$ cat src/rtl/ws2812_pkg.sv
// Shared WS2812 types and default 50 MHz timing, also used by the 100 MHz variant and cal_block.
package ws2812_pkg;

  typedef logic [23:0] grb_t;

  typedef enum logic [1:0] {
    IDLE,
    HIGH,
    LOW,
    LATCH
  } tx_state_t;

  localparam int unsigned T0H_CYC_50M = 20;
  localparam int unsigned T1H_CYC_50M = 40;
  localparam int unsigned BIT_CYC_50M = 63;
  localparam int unsigned RST_CYC_50M = 15000;

endpackage

$ cat src/rtl/ws2812_bit_timer.sv
// Times one WS2812 bit: a high phase of T0H/T1H cycles, then low up to BIT_CYC.
module ws2812_bit_timer
  import ws2812_pkg::*;
#(
  parameter int unsigned T0H_CYC = T0H_CYC_50M,
  parameter int unsigned T1H_CYC = T1H_CYC_50M,
  parameter int unsigned BIT_CYC = BIT_CYC_50M
) (
  input  logic clk,
  input  logic rst,
  input  logic go,
  input  logic bit_val,
  output logic high,
  output logic high_end,
  output logic bit_end
);

  localparam int unsigned CNT_W = $clog2(BIT_CYC);

  logic [CNT_W-1:0] cnt;
  logic [CNT_W-1:0] th;
  logic [CNT_W-1:0] th_last;
  logic             active;
  logic             val_q;

  assign th       = val_q ? CNT_W'(T1H_CYC) : CNT_W'(T0H_CYC);
  assign th_last  = val_q ? CNT_W'(T1H_CYC - 1) : CNT_W'(T0H_CYC - 1);
  assign high     = active && (cnt < th);
  assign high_end = active && (cnt == th_last);
  assign bit_end  = active && (cnt == CNT_W'(BIT_CYC - 1));

  always_ff @(posedge clk) begin
    if (rst) begin
      active <= 1'b0;
      cnt    <= '0;
      val_q  <= 1'b0;
    end else if (go) begin
      active <= 1'b1;
      cnt    <= '0;
      val_q  <= bit_val;
    end else if (bit_end) begin
      active <= 1'b0;
      cnt    <= '0;
    end else if (active) begin
      cnt <= cnt + CNT_W'(1);
    end
  end

endmodule

$ cat src/rtl/ws2812_frame_tx.sv
// WS2812 frame serializer: snapshots the GRB array on start, emits LED 0 first, MSB first,
// then holds the line low for the latch time and pulses done.
module ws2812_frame_tx
  import ws2812_pkg::*;
#(
  parameter int unsigned LED_NUM = 32,
  parameter int unsigned T0H_CYC = T0H_CYC_50M,
  parameter int unsigned T1H_CYC = T1H_CYC_50M,
  parameter int unsigned BIT_CYC = BIT_CYC_50M,
  parameter int unsigned RST_CYC = RST_CYC_50M
) (
  input  logic clk,
  input  logic rst,
  input  logic start,
  input  grb_t data [LED_NUM],
  output logic signal,
  output logic busy,
  output logic done
);

  localparam int unsigned MAX_CYC = (BIT_CYC > RST_CYC) ? BIT_CYC : RST_CYC;
  localparam int unsigned CYC_W   = $clog2(MAX_CYC + 1);
  localparam int unsigned LED_W   = (LED_NUM > 1) ? $clog2(LED_NUM) : 1;

  if (LED_NUM < 1 || T0H_CYC < 1 || T0H_CYC >= T1H_CYC || T1H_CYC >= BIT_CYC || RST_CYC < 1)
  begin : g_param_check
    $error("ws2812_frame_tx: invalid LED_NUM or timing parameters");
  end

  tx_state_t        state, state_nxt;
  logic [CYC_W-1:0] cyc;
  logic [4:0]       bit_idx, bit_nxt;
  logic [LED_W-1:0] led_idx, led_nxt;
  grb_t             snap [LED_NUM];

  logic go, bit_val, tmr_high, high_end, bit_end, latch_end, accept;

  ws2812_bit_timer #(
    .T0H_CYC (T0H_CYC),
    .T1H_CYC (T1H_CYC),
    .BIT_CYC (BIT_CYC)
  ) u_bit_timer (
    .clk      (clk),
    .rst      (rst),
    .go       (go),
    .bit_val  (bit_val),
    .high     (tmr_high),
    .high_end (high_end),
    .bit_end  (bit_end)
  );

  // done is still showing in IDLE's first cycle; a start seen then is dropped
  assign accept    = (state == IDLE) && start && !done;
  assign latch_end = (state == LATCH) && (cyc == CYC_W'(RST_CYC));

  always_comb begin
    state_nxt = state;
    bit_nxt   = bit_idx;
    led_nxt   = led_idx;
    go        = 1'b0;
    bit_val   = 1'b0;
    unique case (state)
      IDLE: begin
        if (accept) begin
          state_nxt = HIGH;
          bit_nxt   = 5'd23;
          led_nxt   = '0;
          go        = 1'b1;
          bit_val   = data[0][23];
        end
      end
      HIGH: begin
        if (high_end) state_nxt = LOW;
      end
      LOW: begin
        if (bit_end) begin
          if (bit_idx != 5'd0) begin
            bit_nxt   = bit_idx - 5'd1;
            state_nxt = HIGH;
            go        = 1'b1;
            bit_val   = snap[led_idx][bit_nxt];
          end else if (led_idx != LED_W'(LED_NUM - 1)) begin
            led_nxt   = led_idx + LED_W'(1);
            bit_nxt   = 5'd23;
            state_nxt = HIGH;
            go        = 1'b1;
            bit_val   = snap[led_nxt][23];
          end else begin
            state_nxt = LATCH;
          end
        end
      end
      LATCH: begin
        if (latch_end) state_nxt = IDLE;
      end
    endcase
  end

  // Outputs trail the state by one register stage; reset forces them directly, so the
  // post-reset latch count starts at 1 to give the same RST_CYC low cycles before done.
  always_ff @(posedge clk) begin
    if (rst) begin
      state   <= LATCH;
      cyc     <= CYC_W'(1);
      bit_idx <= '0;
      led_idx <= '0;
      signal  <= 1'b0;
      busy    <= 1'b1;
      done    <= 1'b0;
    end else begin
      state   <= state_nxt;
      bit_idx <= bit_nxt;
      led_idx <= led_nxt;
      if (state == LATCH && !latch_end) cyc <= cyc + CYC_W'(1);
      else                              cyc <= '0;
      signal  <= tmr_high;
      busy    <= (state != IDLE) && !latch_end;
      done    <= latch_end;
    end
  end

  always_ff @(posedge clk) begin
    if (!rst && accept) begin
      for (int unsigned i = 0; i < LED_NUM; i++) snap[i] <= data[i];
    end
  end

endmodule

$ cat config.mk
export PLATFORM = sky130hd
export DESIGN_NAME = ws2812_frame_tx
export DESIGN_NICKNAME = d
export VERILOG_FILES = /design/src/rtl/ws2812_pkg.sv /design/src/rtl/ws2812_bit_timer.sv /design/src/rtl/ws2812_frame_tx.sv
export SDC_FILE = /design/constraint.sdc
export NUM_CORES = 1
export LEC_CHECK = 0
export CAP_MARGIN = 20
export CORE_AREA = 4 4 297 299
export CTS_CLUSTER_DIAMETER = 100
export DETAILED_ROUTE_END_ITERATION = 8
export DIE_AREA = 0 0 301 303
export DONT_BUFFER_PORTS = 1
export GPL_TIMING_DRIVEN = 0
export PLACE_DENSITY = 0.57
export REMOVE_ABC_BUFFERS = 1
export SETUP_SLACK_MARGIN = 0.3
export SYNTH_ARGS = -nofsm -noshare
export SYNTH_HDL_FRONTEND = slang
export SYNTH_HIERARCHICAL = 1
export SYNTH_SLANG_ARGS = --single-unit
$ cat constraint.sdc
create_clock -name clk -period 43.5 [get_ports clk]
set_clock_uncertainty 0.15 [all_clocks]
set_input_delay 8.7 -clock clk [delete_from_list [all_inputs] [get_ports clk]]
set_output_delay 8.7 -clock clk [all_outputs]
set_load 0.05 [all_outputs]
## Word-level counts from Yosys, hierarchy flattened

Memory sizes are Yosys's and may differ from the RTL's. A register that Yosys moved wholly into a read port is not among the register bits.
Index checks and enable logic that the tools add are counted.

| cells by class | value |
|---|---|
| add/sub/neg operators | 4 |
| multiplexer cells | 38 |
| reductions and logical operators | 22 |
| eq/ne operators | 14 |
| bitwise logic cells | 1 |
| $lt $le $gt $ge | 2 |

Operators with widths:

| cell | number |
|---|---|
| 2-to-1 mux 5 bit | 10 |
| case mux 5 bit (2 select lines) | 2 |
| adder 14 x 1 -> 14 bit, second input constant | 1 |
| == test 14 bit, second input constant | 1 |
| 2-to-1 mux 1 bit | 14 |
| 2-to-1 mux 2 bit | 6 |
| 2-to-1 mux 6 bit | 2 |
| != test 2 bit, second input constant | 6 |
| logical AND 1 bit | 9 |
| case mux 2 bit (4 select lines) | 1 |
| AND reduction 4 bit | 2 |
| adder 6 x 1 -> 6 bit, second input constant | 1 |
| == test 6 bit | 1 |
| == test 6 bit, second input constant | 1 |
| less-than comparator 5 x 6 -> 1 bit, second input constant | 1 |
| less-than comparator 6 bit | 1 |
| nonzero test 2 bit | 3 |
| adder 5 x 1 -> 5 bit, second input constant | 1 |
| binary-select mux 1 bit (select 5 bit) | 1 |
| != test 5 bit, second input constant | 1 |
| AND reduction 5 bit | 1 |
| nonzero test 5 bit | 1 |
| subtractor 5 x 1 -> 5 bit, second input constant | 1 |
| == test 2 bit, second input constant | 2 |
| other kinds (8) | 11 |

| storage, ports and cells | value |
|---|---|
| memories kept | 1 |
| register bits | 37 |
| input bits | 771 |
| memory bits (writable) | 768 |
| output and inout bits | 3 |
| word-level logic and storage cells | 93 |

Memories:

| name | depth | width | rd ports | clocked after memory_dff | wr ports | line | RTL |
|---|---|---|---|---|---|---|---|
| snap | 32 | 24 | 2 | 1 | 32 | ws2812_frame_tx.sv:34 | `grb_t snap [LED_NUM];` |

## Depth between registers and ports, before layout

| logic depth | value |
|---|---|
| depth after elaboration | 7 |
| gate-level depth with buffers | 15 |
| mapped depth without buffers | 11 |

## Hierarchy

Netlist, hierarchy kept.

Modules (own cells, without submodules):

| module | instances | cells an instance | sequential area each (um2) | area an instance (um2) |
|---|---|---|---|---|
| ws2812_frame_tx | 1 | 1506 | 23742.8 | 31567.8 |
| ws2812_bit_timer | 1 | 52 | 160.2 | 465.4 |

## Worst setup path before layout

Ideal clock, no wire load.

| timing path | value |
|---|---|
| path kind | input port to flip-flop |
| from | input start |
| to | memory snap[0][0] (netlist bit) (enable) |
| required time | 41.352 ns |
| data arrival time | 42.786 ns |
| cell stages on the path | 2 |
| buffers on the path | 0 |
| library setup time | 1.998 ns |
| slack | -1.435 ns |
| path through | nor4b_1 > nor2b_1 |

RTL lines:

| element | line | RTL |
|---|---|---|
| from (decl) | ws2812_frame_tx.sv:14 | `input logic start,` |
| to (decl) | ws2812_frame_tx.sv:34 |  |

==> impl_metrics.csv <==
group,metric,value,unit
run_status,status,"complete, no violations",
synthesis,synthTopCellsByCount,"edfxtp_1, mux4_2, mux2i_1, nor2_1, nand2_1",
global_routing,use_met2,0.343,
setup_path,cp.required,43.70,ns
synthesis,synth_cell_types,74,
min_path,hold_end,"bit_idx[1]",
placed_design,dp.cells,2662,
synthesis,synth_top_area_share,0.720,
timing,slew_headroom,0.316,
synthesis,ys.flop_type,"edfxtp_1",
clock_network,tritoncts,"yes",
final_layout,fin_area,36500,um2
setup_path,crit_type,"in -> reg",
final_layout,register_area,23900,um2
clock_network,cts_resized,0,
synthesis,yosys_warnings,6,
timing,holdWs,0.315,ns
pwr,pwr-share-clk,0.446,
detailed_routing,wl_per_cell,32.1,um
floorplan,ios,774,
synthesis,syn_area_per_cell,20.6,um2
min_path,hp-start,"bit_idx[1]",
setup_path,r2r-end,"u_bit_timer/val_q",
pwr,p_leak,0.0110,uW
synthesis,synth-seq-area-share,0.746,
floorplan,fp.dieH,303,um
synthesis,async_flop_share,0,
clock_network,cts_buffers,87,
timing,worstMarginPinSlew,1.03,ns
pwr,power_density,42.3,nW/um2
pwr,p_sw,300,uW
pwr,p_int,1240,uW
flow_run,max_cap_viol_count,0,
detailed_routing,wl,91600,um
global_routing,grt_pass1_wl,125000,um
final_layout,multi_input_comb_area,7440,um2
synthesis,synth_area_leaders,"edfxtp_1, mux4_2, dfxtp_1, mux2i_1, mux4_1",
detailed_routing,drc_errors,0,
global_routing,grt_max_degree,55,
global_routing,track_usage,0.197,
detailed_routing,vias,15676,
global_routing,first_global_vias,16552,
setup_path,crit_path_end_kind,"flop",
setup_path,critical_path.startpoint_type,"input port",
placed_design,dpl.hpwl,68800,um
setup_path,rr_worst_depth,11,
min_path,hold_depth,2,
pwr,p_total,1540,uW
floorplan,placementRows,107,
timing,clock.fmax,85.7,MHz
synthesis,netlist_area,32000,um2
final_layout,final_layout_size_suffix_gt1_frac,0.211,
clock_network,clkTransAtPathRegs,0.05,ns
final_layout,fillers,7424,
pwr,p_comb_frac,0.001,
floorplan,core-area,85100,um2
synthesis,synth_edf_count,768,
setup_path,cp_max_fo,37,
final_layout,final_cells,2850,
clock_network,root_buffer,"clkbuf_16",
synthesis,yosys.area.top_type,"edfxtp_1",
floorplan,die-area,91200,um2
timing,rsz0062_at_grt,"no",
timing,setup_viol,0,
detailed_routing,drtPass1Iterations,5,
global_routing,grt_use_met1,0.231,
clock_network,cts_buffer_depth,3,
timing,hold_viol_final,0,
timing,finalCriticalPeriod,11.67,ns
global_routing,met3_usage,0.0636,
synthesis,synth.most_common_cell,"edfxtp_1",
global_routing,antenna_found_initial,50,
clock_network,clkSinkCount,810,
clock_network,cts_setup_buffers,0,
min_path,hold_class,"reg -> reg",
pwr,netSwitchingFraction,0.195,
clock_network,holdBufCountCts,0,
global_routing,grt.busiest_layer,"met2",
global_routing,grt_overflow,0,
placed_design,dpl-instance-area,33700,um2
floorplan,die_w,301,um
detailed_routing,ant_nets,0,
timing,totalNegativeSetupSlack,0,ns
detailed_routing,drt-initial-drc-count,1370,
synthesis,synth_seq_cells,810,
final_layout,nets,2389,
pwr,vdd_drop_max,46.6,uV
timing,slew_viol_final,0,
placed_design,port_buffers,0,
setup_path,critPathArrivalTime,11.87,ns
final_layout,syn_to_final_growth,13.8,%
clock_network,htreeDepth,3,
timing,period_share,0.268,
detailed_routing,drt-vias-per-instance,5.50,
clock_network,worstSkewPairLatency,0.66,ns
placed_design,place.gp.congestion,0.815,
setup_path,rrSetupSlack,38.87,ns
synthesis,synthesis.instances,1558,
floorplan,initial_core_util,0.376,
pwr,power_frac_seq,0.553,
-- layout make-up --
cell class                 instances  share of cell area
multi-input combinational        649               0.204
timing repair buffer              40              0.0241
tap                             1144              0.0393
antenna                           33             0.00226
inverter                          19             0.00202
sequential                       810               0.656
clock buffer                     108              0.0630
clock inverter                    47             0.00937
-- power by group through the flow --
| stage | sequential [uW] | combinational (uW) | clock, uW |
|---|---|---|---|
| after floorplan | 870 | 1.18 | 0 |
| after global placement | 870 | 1.41 | 0 |
| after CTS | 853 | 1.42 | 707 |
| after detailed placement | 870 | 1.41 | 0 |
| final | 853 | 1.43 | 688 |
| after global routing | 853 | 1.65 | 744 |
-- flip-flops by register name (all words and copies together) (netlist names), named ones only --
name                count
bit_idx                 5
busy                    1
cyc                    14
done                    1
led_idx                 5
signal                  1
snap                  768
state                   2
u_bit_timer/active      1
u_bit_timer/cnt         6
u_bit_timer/val_q       1
-- critical path, cell delays in order --
cell     delay, ns
nor4b_1       0.67
nor2b_4       0.78
buf_12        0.29
buf_12        0.22
buf_12        0.23
buf_12        0.25
buf_12        0.23
buf_12        0.22
buf_16        0.19
-- cell usage in the layout (no fill, tap or decap), types with 18 or more instances in the layout --
| cell type | netlist | final |
|---|---|---|
| a21oi_1 | 33 | 33 |
| buf_12 | 8 | 26 |
| clkbuf_1 | 23 | 19 |
| clkbuf_16 | 0 | 89 |
| clkinv_1 | 0 | 18 |
| dfxtp_1 | 42 | 37 |
| diode_2 | 0 | 33 |
| edfxtp_1 | 768 | 768 |
| mux2i_1 | 74 | 74 |
| mux4_2 | 168 | 168 |
| nand2_1 | 47 | 47 |
| nand3_1 | 20 | 20 |
| nor2_1 | 53 | 53 |
| o221ai_1 | 22 | 22 |
-- worst max path at each step --
stage | from | slack, ns | cells past startpoint | end
floorplan | start | -1.46 | 2 | snap[0][0]
global placement | start | -11.80 | 2 | snap[10][11]
detailed placement | start | 31.17 | 9 | snap[11][14]
CTS | start | 31.89 | 9 | snap[17][13]
global route | start | 31.68 | 9 | snap[17][13]
finish | start | 31.83 | 9 | snap[19][13]
-- through the flow --
step | utilization | setup slack [ns]
detailed placement | 0.396 | 31.17
CTS | 0.427 | 31.89
finish | 0.428 | 31.83
global placement | 0.386 | -11.80
global route | 0.428 | 31.68
floorplan | - | -1.46
-- kinds of logic (layout without fill, tap and decap cells) --
family	count (synthesis)	count (layout)	share of synthesized area
compound gates	153	153	0.0346
xor+xnor	20	20	0.00547
fa+ha+maj	11	11	0.00430
buf+inv	99	214	0.0220
flops	810	810	0.746
mux	267	267	0.157
other cells	0	33	0
simple gates	198	198	0.0309
-- metal layers --
layer	vias up	wire, um	part of all wire
met2	710	48500	0.53
met5	-	114	0.0012
met4	18	2530	0.028
met1	8120	33300	0.36
met3	160	7150	0.078
li1	6668	-	-
Note: power is estimated with default switching activity, not from simulation.
